==> config.mk <==
export PLATFORM = sky130hd
export DESIGN_NAME = io_port_ctrl_flat
export DESIGN_NICKNAME = d
export VERILOG_FILES = /design/src/rtl/io_port_ctrl_if.sv /design/src/rtl/io_port_ctrl.sv /design/src/flat_wrapper.sv
export SDC_FILE = /design/constraint.sdc
export NUM_CORES = 1
export LEC_CHECK = 0
export BUFFER_PORTS_ARGS = -buffer_cell sky130_fd_sc_hd__clkbuf_2
export CAP_MARGIN = 20
export CORE_MARGIN = 1.5
export CORE_UTILIZATION = 40
export DETAILED_ROUTE_END_ITERATION = 10
export GPL_TIMING_DRIVEN = 0
export RECOVER_POWER = 100
export SLEW_MARGIN = 20
export SYNTH_ARGS = -nofsm -noshare
export SYNTH_HDL_FRONTEND = slang
export SYNTH_SLANG_ARGS = --single-unit
==> constraint.sdc <==
create_clock -name clk -period 4.8 [get_ports clk]
set_input_delay 0 -clock clk [delete_from_list [all_inputs] [get_ports clk]]
set_output_delay 0 -clock clk [all_outputs]
set_load 0.1 [all_outputs]
==> src/rtl/io_port_ctrl_if.sv <==
// rtl/io_port_ctrl_if.sv - device, processor and interrupt signals of the I/O port unit
interface io_port_ctrl_if #(
   parameter int WIDTH = 16,
   parameter int DEPTH = 4
);
   localparam int CNT_W = $clog2(DEPTH) + 1;

   logic [WIDTH-1:0] dev_data;
   logic             dev_valid;
   logic             dev_ready;
   logic             rd_en;
   logic [WIDTH-1:0] In_Port;
   logic             in_empty;
   logic [CNT_W-1:0] count;
   logic             overflow;
   logic             wr_en;
   logic [WIDTH-1:0] wr_data;
   logic [WIDTH-1:0] Out_Port;
   logic             out_strobe;
   logic             irq_en;
   logic             irq_ack;
   logic             interupt;

   modport master (
      output dev_data, dev_valid, rd_en, wr_en, wr_data, irq_en, irq_ack,
      input  dev_ready, In_Port, in_empty, count, overflow, Out_Port, out_strobe, interupt
   );

   modport slave (
      input  dev_data, dev_valid, rd_en, wr_en, wr_data, irq_en, irq_ack,
      output dev_ready, In_Port, in_empty, count, overflow, Out_Port, out_strobe, interupt
   );
endinterface

==> src/rtl/io_port_ctrl.sv <==
// rtl/io_port_ctrl.sv - buffered input FIFO, strobed output port and interrupt FSM
module io_port_ctrl #(
   parameter int WIDTH     = 16,
   parameter int DEPTH     = 4,
   parameter int IRQ_LEVEL = 1
) (
   input logic           clk,
   input logic           reset,
   io_port_ctrl_if.slave bus
);
   localparam int PTR_W = $clog2(DEPTH);
   localparam int CNT_W = PTR_W + 1;
   localparam logic [PTR_W-1:0] PTR_ONE  = PTR_W'(1);
   localparam logic [CNT_W-1:0] CNT_ONE  = CNT_W'(1);
   localparam logic [CNT_W-1:0] CNT_FULL = CNT_W'(DEPTH);
   localparam logic [CNT_W-1:0] CNT_IRQ  = CNT_W'(IRQ_LEVEL);

   typedef enum logic [1:0] {
      IRQ_IDLE    = 2'd0,
      IRQ_REQ     = 2'd1,
      IRQ_SERVICE = 2'd2
   } irq_state_t;

   logic [WIDTH-1:0] mem_q [DEPTH];
   logic [PTR_W-1:0] wr_ptr_q, wr_ptr_d;
   logic [PTR_W-1:0] rd_ptr_q, rd_ptr_d;
   logic [CNT_W-1:0] count_q, count_d;
   logic             overflow_q, overflow_d;
   logic [WIDTH-1:0] out_q, out_d;
   logic             strobe_q, strobe_d;
   irq_state_t       state_q, state_d;

   logic full, empty, push, pop;

   assign full  = (count_q == CNT_FULL);
   assign empty = (count_q == '0);
   assign push  = bus.dev_valid && !full;
   assign pop   = bus.rd_en && !empty;

   assign bus.dev_ready  = !full;
   assign bus.in_empty   = empty;
   assign bus.count      = count_q;
   assign bus.overflow   = overflow_q;
   assign bus.In_Port    = empty ? '0 : mem_q[rd_ptr_q];
   assign bus.Out_Port   = out_q;
   assign bus.out_strobe = strobe_q;

   // Next state of FIFO pointers, occupancy, sticky overflow and output port
   always_comb begin
      wr_ptr_d   = push ? wr_ptr_q + PTR_ONE : wr_ptr_q;
      rd_ptr_d   = pop  ? rd_ptr_q + PTR_ONE : rd_ptr_q;
      count_d    = count_q;
      case ({push, pop})
         2'b10:   count_d = count_q + CNT_ONE;
         2'b01:   count_d = count_q - CNT_ONE;
         default: count_d = count_q;
      endcase
      overflow_d = overflow_q || (bus.dev_valid && full);
      out_d      = bus.wr_en ? bus.wr_data : out_q;
      strobe_d   = bus.wr_en;
   end

   // Control registers; reset discards queued words by clearing pointers and count
   always_ff @(posedge clk) begin
      if (reset) begin
         wr_ptr_q   <= '0;
         rd_ptr_q   <= '0;
         count_q    <= '0;
         overflow_q <= 1'b0;
         out_q      <= '0;
         strobe_q   <= 1'b0;
      end else begin
         wr_ptr_q   <= wr_ptr_d;
         rd_ptr_q   <= rd_ptr_d;
         count_q    <= count_d;
         overflow_q <= overflow_d;
         out_q      <= out_d;
         strobe_q   <= strobe_d;
      end
   end

   // FIFO storage; no reset needed since the head is masked while empty
   always_ff @(posedge clk) begin
      if (push) begin
         mem_q[wr_ptr_q] <= bus.dev_data;
      end
   end

   // Interrupt FSM state register
   always_ff @(posedge clk) begin
      if (reset) begin
         state_q <= IRQ_IDLE;
      end else begin
         state_q <= state_d;
      end
   end

   // Interrupt FSM next state; SERVICE blocks retrigger until drained below the level
   always_comb begin
      state_d = state_q;
      case (state_q)
         IRQ_IDLE: begin
            if (bus.irq_en && (count_q >= CNT_IRQ)) state_d = IRQ_REQ;
         end
         IRQ_REQ: begin
            if (!bus.irq_en)     state_d = IRQ_IDLE;
            else if (bus.irq_ack) state_d = IRQ_SERVICE;
         end
         IRQ_SERVICE: begin
            if (count_q < CNT_IRQ) state_d = IRQ_IDLE;
         end
         default: state_d = IRQ_IDLE;
      endcase
   end

   // Interrupt FSM output; decoded from the state register only
   always_comb begin
      bus.interupt = (state_q == IRQ_REQ);
   end
endmodule

==> src/flat_wrapper.sv <==
// flat-port wrapper written by rule: the top's interface ports become plain ports
module io_port_ctrl_flat 
#(
   parameter int WIDTH     = 16,
   parameter int DEPTH     = 4,
   parameter int IRQ_LEVEL = 1
)
  (clk, reset, bus_dev_data, bus_dev_valid, bus_rd_en, bus_wr_en, bus_wr_data, bus_irq_en, bus_irq_ack, bus_dev_ready, bus_In_Port, bus_in_empty, bus_count, bus_overflow, bus_Out_Port, bus_out_strobe, bus_interupt);
  io_port_ctrl_if #(.WIDTH(WIDTH), .DEPTH(DEPTH)) bus_i ();
  input logic clk;
  input logic reset;
  input wire logic [$bits(bus_i.dev_data)-1:0] bus_dev_data;
  input wire logic [$bits(bus_i.dev_valid)-1:0] bus_dev_valid;
  input wire logic [$bits(bus_i.rd_en)-1:0] bus_rd_en;
  input wire logic [$bits(bus_i.wr_en)-1:0] bus_wr_en;
  input wire logic [$bits(bus_i.wr_data)-1:0] bus_wr_data;
  input wire logic [$bits(bus_i.irq_en)-1:0] bus_irq_en;
  input wire logic [$bits(bus_i.irq_ack)-1:0] bus_irq_ack;
  output wire logic [$bits(bus_i.dev_ready)-1:0] bus_dev_ready;
  output wire logic [$bits(bus_i.In_Port)-1:0] bus_In_Port;
  output wire logic [$bits(bus_i.in_empty)-1:0] bus_in_empty;
  output wire logic [$bits(bus_i.count)-1:0] bus_count;
  output wire logic [$bits(bus_i.overflow)-1:0] bus_overflow;
  output wire logic [$bits(bus_i.Out_Port)-1:0] bus_Out_Port;
  output wire logic [$bits(bus_i.out_strobe)-1:0] bus_out_strobe;
  output wire logic [$bits(bus_i.interupt)-1:0] bus_interupt;
  assign bus_i.dev_data = bus_dev_data;
  assign bus_i.dev_valid = bus_dev_valid;
  assign bus_i.rd_en = bus_rd_en;
  assign bus_i.wr_en = bus_wr_en;
  assign bus_i.wr_data = bus_wr_data;
  assign bus_i.irq_en = bus_irq_en;
  assign bus_i.irq_ack = bus_irq_ack;
  assign bus_dev_ready = bus_i.dev_ready;
  assign bus_In_Port = bus_i.In_Port;
  assign bus_in_empty = bus_i.in_empty;
  assign bus_count = bus_i.count;
  assign bus_overflow = bus_i.overflow;
  assign bus_Out_Port = bus_i.Out_Port;
  assign bus_out_strobe = bus_i.out_strobe;
  assign bus_interupt = bus_i.interupt;
  io_port_ctrl #(.WIDTH(WIDTH), .DEPTH(DEPTH), .IRQ_LEVEL(IRQ_LEVEL)) u_core (.clk(clk), .reset(reset), .bus(bus_i));
endmodule
# Yosys cells after proc, flatten, opt, wreduce, memory -nomap -nowiden
# Memory sizes are Yosys's and may differ from the RTL's. A register that Yosys moved wholly into a read port is not among the register bits.
# Cells that the tools add are included.
[word_totals] register_bits=27 mem_bits_rw=64 input_bits=39 out_inout_bits=40 word_cells=44 n_memories=1
[classes] add_sub_neg=4 n_lt_le_gt_ge=2 n_eq_ne=8 muxes=11 reduce_logical=11
[mem_list] name="u_core.mem_q" words=4 word_bits=16 read_ports=1 rd_clocked_by_memory_dff=1 write_ports=1 line_no="io_port_ctrl.sv:24" text="logic [WIDTH-1:0] mem_q [DEPTH];"
[op_table] operator="$mux W16" n=1
[op_table] operator="$mux W2" n=6
[op_table] operator="$pmux W2 S3" n=1
[op_table] operator="$pmux W3 S2" n=1
[op_table] operator="$add A2 B1 Y2 const B" n=2
[op_table] operator="$eq A2 B1 Y1 const B" n=2
[op_table] operator="$eq A2 B2 Y1 const B" n=2
[op_table] operator="$logic_and A1 B1 Y1" n=4
[op_table] operator="$ne A2 B1 Y1 const B" n=2
[op_table] operator="$add A3 B1 Y3 const B" n=1
[op_table] operator="$eq A3 B3 Y1 const B" n=1
[op_table] operator="$ge A3 B1 Y1 const B" n=1
[op_table] operator="$logic_not A3 Y1" n=1
[op_table] operator="$lt A3 B1 Y1 const B" n=1
[op_table] operator="$ne A3 B3 Y1 const B" n=1
[op_table] operator="$reduce_and A3 Y1" n=1
[op_table] operator="$sub A3 B1 Y3 const B" n=1
[op_table] operator="$logic_not A1 Y1" n=2
[op_table] operator="$logic_not A2 Y1" n=1
[op_table] operator="$mux W1" n=2
[op_table] operator="$reduce_bool A2 Y1" n=1
[op_table] operator="$logic_or A1 B1 Y1" n=1

# Logic depth before layout (Yosys ltp)
# Gate-level depths: netlist of the first run.
[logic_depth] ltp_word=5 ltp_mapped=10 depth_no_buf=8

# Worst setup path after synthesis of the first run
# OpenSTA, ideal clock, no wires.
[synth_path] path_kind="reg2out" startpoint="register u_core.count_q[1] (netlist: u_core.bus.count[1])" endpoint="output port bus_In_Port[10]" arrival_time_ps=3601 setup_slack_ps=1199 path_stages_with_launch=7 n_path_buf=2 path_cell_list="dfxtp_1 -> inv_1 -> ha_1 -> nor2b_1 -> buf_2 -> buf_2 -> nor2b_1"
[synth_via] elab_chain_cells=2
[synth_lines] item="start, declared" line_no="io_port_ctrl.sv:27" text="logic [CNT_W-1:0] count_q, count_d;"
[synth_lines] item="start signal, assigned" line_no="io_port_ctrl.sv:75" text="count_q <= count_d;"
[synth_lines] item="$logic_not A3 Y1" line_no="io_port_ctrl.sv:36" text="assign empty = (count_q == '0);"
[synth_lines] item="named net bus_in_empty" line_no="flat_wrapper.sv:21" text="output wire logic [$bits(bus_i.in_empty)-1:0] bus_in_empty;"
[synth_lines] item="$mux W16" line_no="io_port_ctrl.sv:44" text="assign bus.In_Port = empty ? '0 : mem_q[rd_ptr_q];"
[synth_lines] item="end, declared" line_no="flat_wrapper.sv:20" text="output wire logic [$bits(bus_i.In_Port)-1:0] bus_In_Port;"
# The timed path passes the listed nets, and every way through them passes these cells.

# Final worst setup path of the first run
[layout_path] startpoint="register u_core.count_q[1] (netlist: u_core.bus.count[1])" endpoint="output port bus_in_empty"
[layout_via] elab_chain_cells=1
[layout_lines] item="$logic_not A3 Y1" line_no="io_port_ctrl.sv:36"
[layout_lines] item="end, declared" line_no="flat_wrapper.sv:21"
# Every way passes these cells.

==> impl_metrics.csv, run 1 <==
group,metric,value,unit
worst_setup_path,r2r_cells,9,
sta,post-route-min-period,3300,ps
sta,hold_violations,0,
pwr,power.density,590,nW/um2
place,port_buffers,77,
sta,max_slew.worst_pin.slew,1200,ps
sta,fin_crit_sh,68.8,%
yosys,synth_edf_count,64,
route,first_iter_violations,99,
yosys,synth_seq_cells,93,
floorplanning,start_util,41.9,%
worst_setup_path,cp_max_fo,10,
route,routed_wirelength,6.78,mm
floorplanning,die_w,99.0,um
sta,setup_tns,0,ps
sta,slew_headroom,19.8,%
yosys,synth_area,3690,um2
yosys,synth_fp_nets,271,
yosys,synth_compound_area_share,1.59,%
yosys,synthMuxAreaShare,15.6,%
flow_run,cap_violations,0,
final_layout,num_antenna_cells,0,
worst_setup_path,worst_path_most_repeated_cell,"clkbuf_1",
place,gp_congestion,0.767,
sta,setup_violations,0,
grt,grt_util_all_layers,14.9,%
worst_setup_path,required,4800,ps
clock_tree,cts_tree,"built",
yosys,ys_warn_count,0,
pwr,p_leak,0.00171,uW
worst_setup_path,crit_chain,"inv_1, ha_1, nor2b_1, clkbuf_1, clkbuf_1, clkbuf_1",
final_layout,seq_area,2500,um2
route,firstDrtPassIters,8,
yosys,synth-main-ff-cell,"edfxtp_1",
clock_tree,cts_max_path_buffers,2,
floorplanning,num_io_pins,79,
worst_setup_path,rr_endpoint,"u_core.bus.count[2]",
route,vias,2176,
floorplanning,core_area,8810,um2
worst_setup_path,crit_start,"u_core.bus.count[1]",
yosys,syn_inst,223,
yosys,synth_top_family_by_area,"multiplexers",
final_layout,nFillCells,770,
grt,use_met2,26.4,%
grt,gr-usage-met1,17.5,%
final_layout,multiInputGateArea,1090,um2
route,via_per_inst,4.73,
place,dpl.hpwl,4.23,mm
grt,grt_util_met3,3.83,%
grt,grt_max_degree,17,
yosys,ys_seq_area_share,67.9,%
floorplanning,die_area,9800,um2
worst_setup_path,cp.arrival,3300,ps
route,wl_per_cell,14.7,um
worst_setup_path,cp-end-kind,"output port",
grt,grt_pass1_wl,11.1,mm
grt,grt.busiest_layer,"met2",
min_path,hold-path-cell-count,3,
grt,grt_pass1_vias,2335,
clock_tree,clkTransAtPathRegs,90,ps
floorplanning,rows,34,
sta,whs,14.3,ps
sta,rsz0062_at_grt,"false",
worst_setup_path,rrSetupSlack,1710,ps
worst_setup_path,worstSetupPathType,"reg2out",
clock_tree,cts.root.buffer_cell,"clkbuf_8",
floorplanning,dieHeight,99.0,um
pwr,p_total,2760,uW
worst_setup_path,cp-start-kind,"flip-flop",
yosys,synthXorXnorAreaFrac,0.713,%
min_path,hp-start,"reset",
yosys,synth-simple-area-share,8.62,%
worst_setup_path,slowest_delay,920,ps
worst_setup_path,r2r_start,"u_core.bus.count[1]",
yosys,synth_adder_area_share,3.05,%
clock_tree,clock_latency,340,ps
min_path,holdCritPathClass,"in2reg",
clock_tree,ctsResizeCount,0,
yosys,async_reset_ff_share,0,%
grt,grt.overflow.total,0,
clock_tree,htree_levels,3,
sta,finClkSkew,11.3,ps
run_status,status,"finished with violations",
grt,antenna_found_initial,0,
run_status,violations,"DRC",
route,drtAntennaViolNets,0,
worst_setup_path,cp_slowest_cell,"clkbuf_1",
sta,drv_slew,0,
clock_tree,postCtsSetupRepairBufs,0,
final_layout,drive_gt1_share,14.8,%
min_path,hold_path_end,"u_core.rd_ptr_q[1]",
pwr,ir_drop,276,uV
yosys,ys_types,30,
clock_tree,numCtsBuffers,9,
route,drc,5,
yosys,synth_area_per_cell,16.5,um2
final_layout,num-nets-final,395,
final_layout,syn_to_final_growth,27.0,%
sta,fmax,303,MHz
clock_tree,cts.sinks,93,
registers in the layout, indices dropped and copies added (netlist names), named ones only:
signal / count
u_core.bus.overflow: 1
u_core.mem_q: 64
u_core.state_q: 2
u_core.rd_ptr_q: 2
u_core.bus.count: 3
u_core.bus.out_strobe: 1
u_core.wr_ptr_q: 2
u_core.bus.Out_Port: 16
metal layers:
metal | wire length, um | share of wire [%]
met2 | 3490 | 52
met1 | 2870 | 42
met4 | 82 | 1.2
met5 | 0 | 0
met3 | 331 | 4.9
logic make-up after synthesis:
kind of cell / Yosys count
xor gates and xnor gates: 3
buffers and inverters: 17
adders and majority gates: 9
muxes: 35
DFF: 93
and+or+nand+nor: 56
AOI/OAI and AO/OA: 10
critical path: cells and delay by family (launching register included):
| kind | cells | cell delay (ps) |
|---|---|---|
| buffers and inverters | 4 | 2120 |
| DFF | 1 | 340 |
| and+or+nand+nor | 1 | 250 |
| adders and majority gates | 1 | 240 |
worst max path at each step:
stage | end | slack, ps | cells after the start
finish | bus_in_empty | 1500 | 6
global route | bus_in_empty | 1270 | 6
CTS | u_core.bus.count[2] | 2160 | 9
detailed placement | u_core.bus.count[2] | 2180 | 9
global placement | u_core.bus.count[2] | 2270 | 9
floorplan | bus_In_Port[10] | 1200 | 6
timing repair:
item / 4_1_cts / 5_1_grt
setup endpoints to repair: 0 / 0
hold buffers: 36 / 0
hold endpoints to repair: 83 / 0
metrics by stage:
stage / worst slack, ps / instance area, um2 / cells / util, %
CTS: 2160 / 4760 / 460 / 54.0
global placement: 2270 / 4210 / 408 / 47.8
global route: 1270 / 4680 / 460 / 53.2
finish: 1500 / 4680 / 460 / 53.2
floorplan: 1200 / 3690 / 223 / -
detailed placement: 2180 / 4210 / 408 / 47.8
cells in the mapped netlist, types with 2 or more instances:
cell type | number | area share, %
dfxtp_1 | 29 | 16
xor2_1 | 2 | 0.48
nor2_1 | 23 | 2.3
nand2_1 | 2 | 0.20
clkbuf_1 | 3 | 0.31
nor2b_4 | 3 | 1.1
nor2b_1 | 17 | 2.9
and2_1 | 4 | 0.68
mux4_2 | 10 | 6.1
mux2i_1 | 18 | 4.9
mux4_1 | 6 | 4.3
a21oi_1 | 4 | 0.54
ha_1 | 9 | 3.1
edfxtp_1 | 64 | 52
o21ai_0 | 2 | 0.27
buf_2 | 6 | 0.81
inv_1 | 6 | 0.61
or3_1 | 3 | 0.51
layout by cell type (no fill, tap or decap), types with 9 or more instances in the layout:
| master | count |
|---|---|
| clkbuf_1 | 64 |
| clkbuf_2 | 21 |
| clkbuf_8 | 10 |
| dfxtp_1 | 29 |
| dlygate4sd3_1 | 36 |
| edfxtp_1 | 64 |
| ha_1 | 9 |
| mux2i_1 | 18 |
| mux4_2 | 10 |
| nor2_1 | 23 |
| nor2b_1 | 17 |
power breakdown:
part           total, uW  internal, uW  switching (uW)
clock                489           232             257
sequential           975           938            36.6
combinational       1300           262            1040
area by class of cell:
class | instances | share of cell area (%)
Sequential cell | 93 | 53.4
Multi-Input combinational cell | 113 | 23.3
Timing Repair Buffer | 113 | 14.4
Clock buffer | 12 | 3.55
Tap cell | 108 | 2.89
Buffer | 11 | 1.44
Clock inverter | 4 | 0.481
Inverter | 6 | 0.481
Note: power is estimated with default switching activity, not from simulation.
==> inputs of run 2 (changes only) <==
Clock period 4.8 ns to 2.94 ns, I/O delays scaled along.
==> impl_metrics.csv, run 2 (synthesis results as in run 1) <==
group,metric,value,unit
route,firstDrtPassIters,7,
worst_setup_path,cp-start-kind,"flip-flop",
sta,slew_headroom,21.7,%
final_layout,regMostFlops,"u_core.mem_q",
route,via_per_inst,4.75,
route,wl_per_cell,15.0,um
run_status,violations,"DRC",
sta,fin_crit_sh,88.6,%
final_layout,num-nets-final,395,
sta,max_slew.worst_pin.slew,1180,ps
grt,grt_pass1_vias,2305,
pwr,p_total,4910,uW
grt,grt.overflow.total,0,
min_path,hold-path-cell-count,3,
floorplanning,rows,34,
clock_tree,ctsResizeCount,0,
pwr,ir_drop,493,uV
clock_tree,cts_hold_buf,36,
worst_setup_path,required,3220,ps
grt,grt_pass1_wl,11.4,mm
clock_tree,clkTransAtPathRegs,90,ps
run_status,status,"finished with violations",
final_layout,num_antenna_cells,0,
place,port_buffers,77,
worst_setup_path,r2r_start,"u_core.bus.count[0]",
grt,grt_util_all_layers,15.6,%
worst_setup_path,rrSetupSlack,330,ps
final_layout,mostFrequentLayoutCell,"edfxtp_1",
place,pre_cts_ws,270,ps
sta,setup_tns,0,ps
worst_setup_path,cp.arrival,2890,ps
clock_tree,postCtsSetupRepairBufs,0,
min_path,hp-start,"reset",
pwr,p_leak,0.00179,uW
clock_tree,cts_max_path_buffers,2,
sta,post-route-min-period,2610,ps
floorplanning,start_util,41.9,%
clock_tree,cts_tree,"built",
clock_tree,clock_latency,360,ps
route,wl_met2,3.55,mm
sta,drv_slew,0,
worst_setup_path,cp-end-kind,"flip-flop",
place,gp_congestion,0.711,
sta,setup_slack,334,ps
final_layout,largest_reg_flops,64,
final_layout,design_area,4800,um2
flow_run,cap_violations,0,
clock_tree,cts.sinks,93,
place,placed_area,4230,um2
route,vias,2180,
floorplanning,die_area,9800,um2
floorplanning,die_w,99.0,um
floorplanning,num_io_pins,79,
floorplanning,core_area,8810,um2
route,wl_met3,324,um
clock_tree,numCtsBuffers,9,
route,wl_met1,2.90,mm
final_layout,layout_common_cells,"edfxtp_1 (64), clkbuf_1 (52), dlygate4sd3_1 (36)",
sta,hold_violations,0,
sta,rsz0062_at_grt,"false",
min_path,holdCritPathClass,"in2reg",
sta,fmax,384,MHz
pwr,power.density,1020,nW/um2
final_layout,syn_to_final_growth,30.1,%
route,drtAntennaViolNets,0,
worst_setup_path,r2r_cells,9,
grt,grt_max_degree,17,
clock_tree,cts.root.buffer_cell,"clkbuf_8",
sta,setup_violations,0,
worst_setup_path,cp_max_fo,10,
final_layout,drive_gt1_share,19.9,%
worst_setup_path,worstSetupPathType,"reg2reg",
route,drc,1,
sta,finClkSkew,10.3,ps
floorplanning,dieHeight,99.0,um
place,dpl.hpwl,4.27,mm
grt,antenna_found_initial,0,
route,maxUsedRoutingLayer,"met4",
worst_setup_path,rr_endpoint,"u_core.bus.count[2]",
route,first_iter_violations,93,
route,routed_wirelength,6.89,mm
clock_tree,htree_levels,3,
## run 2: changes by cell type in the layout (fill, tap and decap cells not counted), sizes merged
cell    change
buf         +2
clkbuf      -5
bufinv      +5
clkinv      -3
## run 2: per-stage QoR
stage,hold slack [ps],util (%),cells
global route,60.8,54.5,459
detailed placement,223,48.0,408
global placement,222,48.0,408
CTS,14.3,55.3,459
floorplan,98.9,-,223
finish,21.4,54.5,459
## run 2: how the worst max path moves through the flow
stage	from	endpoint	slack, ps
after floorplan	u_core.bus.count[1]	u_core.bus.count[2]	60
after global placement	u_core.bus.count[1]	u_core.bus.count[2]	320
after detailed placement	u_core.bus.count[1]	u_core.bus.count[2]	270
after CTS	u_core.bus.count[1]	u_core.bus.count[2]	260
after global routing	u_core.bus.count[0]	u_core.bus.count[2]	80
final	u_core.bus.count[0]	u_core.bus.count[2]	330
## run 2: layer usage
| metal | vias to the layer above | track usage, % |
|---|---|---|
| met1 | 1040 | 18.7 |
| met4 | 0 | 6.59 |
| met5 | - | 0 |
| met2 | 53 | 26.6 |
| li1 | 1076 | - |
| met3 | 11 | 3.90 |
## run 2: critical path, stage by stage, from the launching register on
cell     delay (ps)
dfxtp_1         380
inv_1           100
ha_1            230
nor2b_1         230
buf_2           310
buf_2           350
nor2_1           70
ha_1            370
or3_1           360
a21oi_1         140
## run 2: final cells by class
cell class,instances,area (um2)
buffer,11,70.1
clock buffer,9,124
clock inverter,6,159
fill,754,4010
inverter,6,22.5
multi-input combinational,113,1090
sequential,93,2500
tap,108,135
timing repair buffer,113,687
## run 2: power breakdown
| part | internal (uW) | total (uW) | switching [uW] |
|---|---|---|---|
| Clock | 735 | 1170 | 433 |
| Combinational | 459 | 2150 | 1700 |
| Sequential | 1530 | 1590 | 58.3 |
==> inputs of run 3 (changes only) <==
Settings changed: MAX_ROUTING_LAYER set to met4.
==> impl_metrics.csv, run 3 (synthesis results as in run 1) <==
group,metric,value,unit
route,firstDrtPassIters,7,
final_layout,syn_to_final_growth,30.1,%
route,drtAntennaViolNets,0,
floorplanning,die_w,99.0,um
sta,slew_headroom,21.7,%
worst_setup_path,cp_slowest_cell,"dfxtp_1",
worst_setup_path,worstSetupPathType,"reg2reg",
final_layout,layout_common_cells,"edfxtp_1 (64), clkbuf_1 (52), dlygate4sd3_1 (36)",
final_layout,largest_reg_flops,64,
clock_tree,postCtsSetupRepairBufs,0,
clock_tree,cts.sinks,93,
clock_tree,cts_hold_buf,36,
clock_tree,clock_latency,350,ps
pwr,ir_drop,494,uV
sta,post-route-min-period,2600,ps
floorplanning,core_area,8810,um2
grt,grt_util_all_layers,16.0,%
route,drc,1,
final_layout,fin_cells,459,
route,first_iter_violations,94,
final_layout,num-nets-final,395,
grt,grt.overflow.total,0,
clock_tree,cts_tree,"built",
min_path,holdCritPathClass,"in2reg",
worst_setup_path,cp_max_fo,10,
sta,rsz0062_at_grt,"false",
clock_tree,cts_max_path_buffers,2,
sta,setup_violations,0,
worst_setup_path,slowest_delay,380,ps
sta,whs,19.0,ps
sta,fmax,384,MHz
sta,setup_slack,335,ps
min_path,hp-start,"reset",
place,port_buffers,77,
worst_setup_path,cp-start-kind,"flip-flop",
pwr,power.density,1020,nW/um2
clock_tree,numCtsBuffers,9,
sta,fin_crit_sh,88.6,%
grt,antenna_found_initial,0,
place,pre_cts_ws,270,ps
worst_setup_path,cp-end-kind,"flip-flop",
worst_setup_path,crit_chain,"inv_1, ha_1, nor2b_1, buf_2, buf_2, nor2_1, ha_1, or3_1, a21oi_1",
clock_tree,htree_levels,3,
clock_tree,clkTransAtPathRegs,90,ps
grt,grt_pass1_vias,2306,
sta,drv_slew,0,
worst_setup_path,required,3230,ps
worst_setup_path,rr_endpoint,"u_core.bus.count[2]",
pwr,p_leak,0.00179,uW
worst_setup_path,rrSetupSlack,340,ps
worst_setup_path,crit_start,"u_core.bus.count[0]",
final_layout,num_antenna_cells,0,
floorplanning,dieHeight,99.0,um
run_status,status,"finished with violations",
sta,hold_violations,0,
sta,max_slew.worst_pin.slew,1180,ps
route,via_per_inst,4.76,
floorplanning,num_io_pins,79,
worst_setup_path,r2r_cells,9,
floorplanning,start_util,41.9,%
grt,grt_max_degree,17,
floorplanning,die_area,9800,um2
final_layout,mostFrequentLayoutCell,"edfxtp_1",
clock_tree,cts.root.buffer_cell,"clkbuf_8",
place,gp_congestion,0.719,
run_status,violations,"DRC",
route,routed_wirelength,6.90,mm
worst_setup_path,worstSetupEndpoint,"u_core.bus.count[2]",
final_layout,regMostFlops,"u_core.mem_q",
final_layout,drive_gt1_share,19.9,%
place,dpl.hpwl,4.27,mm
route,wl_per_cell,15.0,um
clock_tree,ctsResizeCount,0,
sta,finClkSkew,8.45,ps
floorplanning,rows,34,
flow_run,cap_violations,0,
place,placedCellCount,408,
sta,setup_tns,0,ps
worst_setup_path,r2r_start,"u_core.bus.count[0]",
worst_setup_path,cp.arrival,2890,ps
route,vias,2184,
grt,grt_pass1_wl,11.4,mm
## run 3: worst min-delay path by stage
stage                     endpoint  slack [ps]  depth (start not counted)
2_1_floorplan   u_core.mem_q[0][0]         100                          0
3_3_place_gp   u_core.mem_q[1][15]         220                          1
3_5_place_dp    u_core.mem_q[1][7]         220                          1
4_1_cts                  flip-flop          10                          3
5_1_grt         u_core.rd_ptr_q[1]          70                          3
6_report                 flip-flop          20                          3
## run 3: per-layer routing
metal  vias to the layer above  global-route usage (%)  part of all wire, %
met3                        12                    3.12                  4.5
met4                         0                    7.58                  1.6
met5                         -                       -                    0
li1                       1075                       -                    -
met1                      1043                    18.8                   42
met2                        54                    26.6                   52
## run 3: cell type report
type	count	area, um2
buffer	11	70.1
fill	754	4010
multi-input combinational	113	1090
sequential	93	2500
clock buffer	9	124
clock inverter	6	159
tap	108	135
timing repair buffer	113	687
inverter	6	22.5
## run 3: critical path: cells and delay by family, from the launching register on
family / cells / cell delay (ps)
compound gates: 1 / 140
fa+ha+maj: 2 / 600
buf+inv: 3 / 760
flops: 1 / 380
simple gates: 3 / 660
## run 3: per-stage QoR
step	power (uW)	util (%)	cell area [um2]
finish	4910	54.5	4800
global route	5120	54.5	4800
CTS	5010	55.3	4870
detailed placement	3800	48.0	4230
global placement	3790	48.0	4230
floorplan	3460	-	3710
## run 3: where the power goes
part | internal (uW) | switching, uW
Combinational | 459 | 1700
Clock | 735 | 433
Sequential | 1530 | 58.5
Total | 2730 | 2190
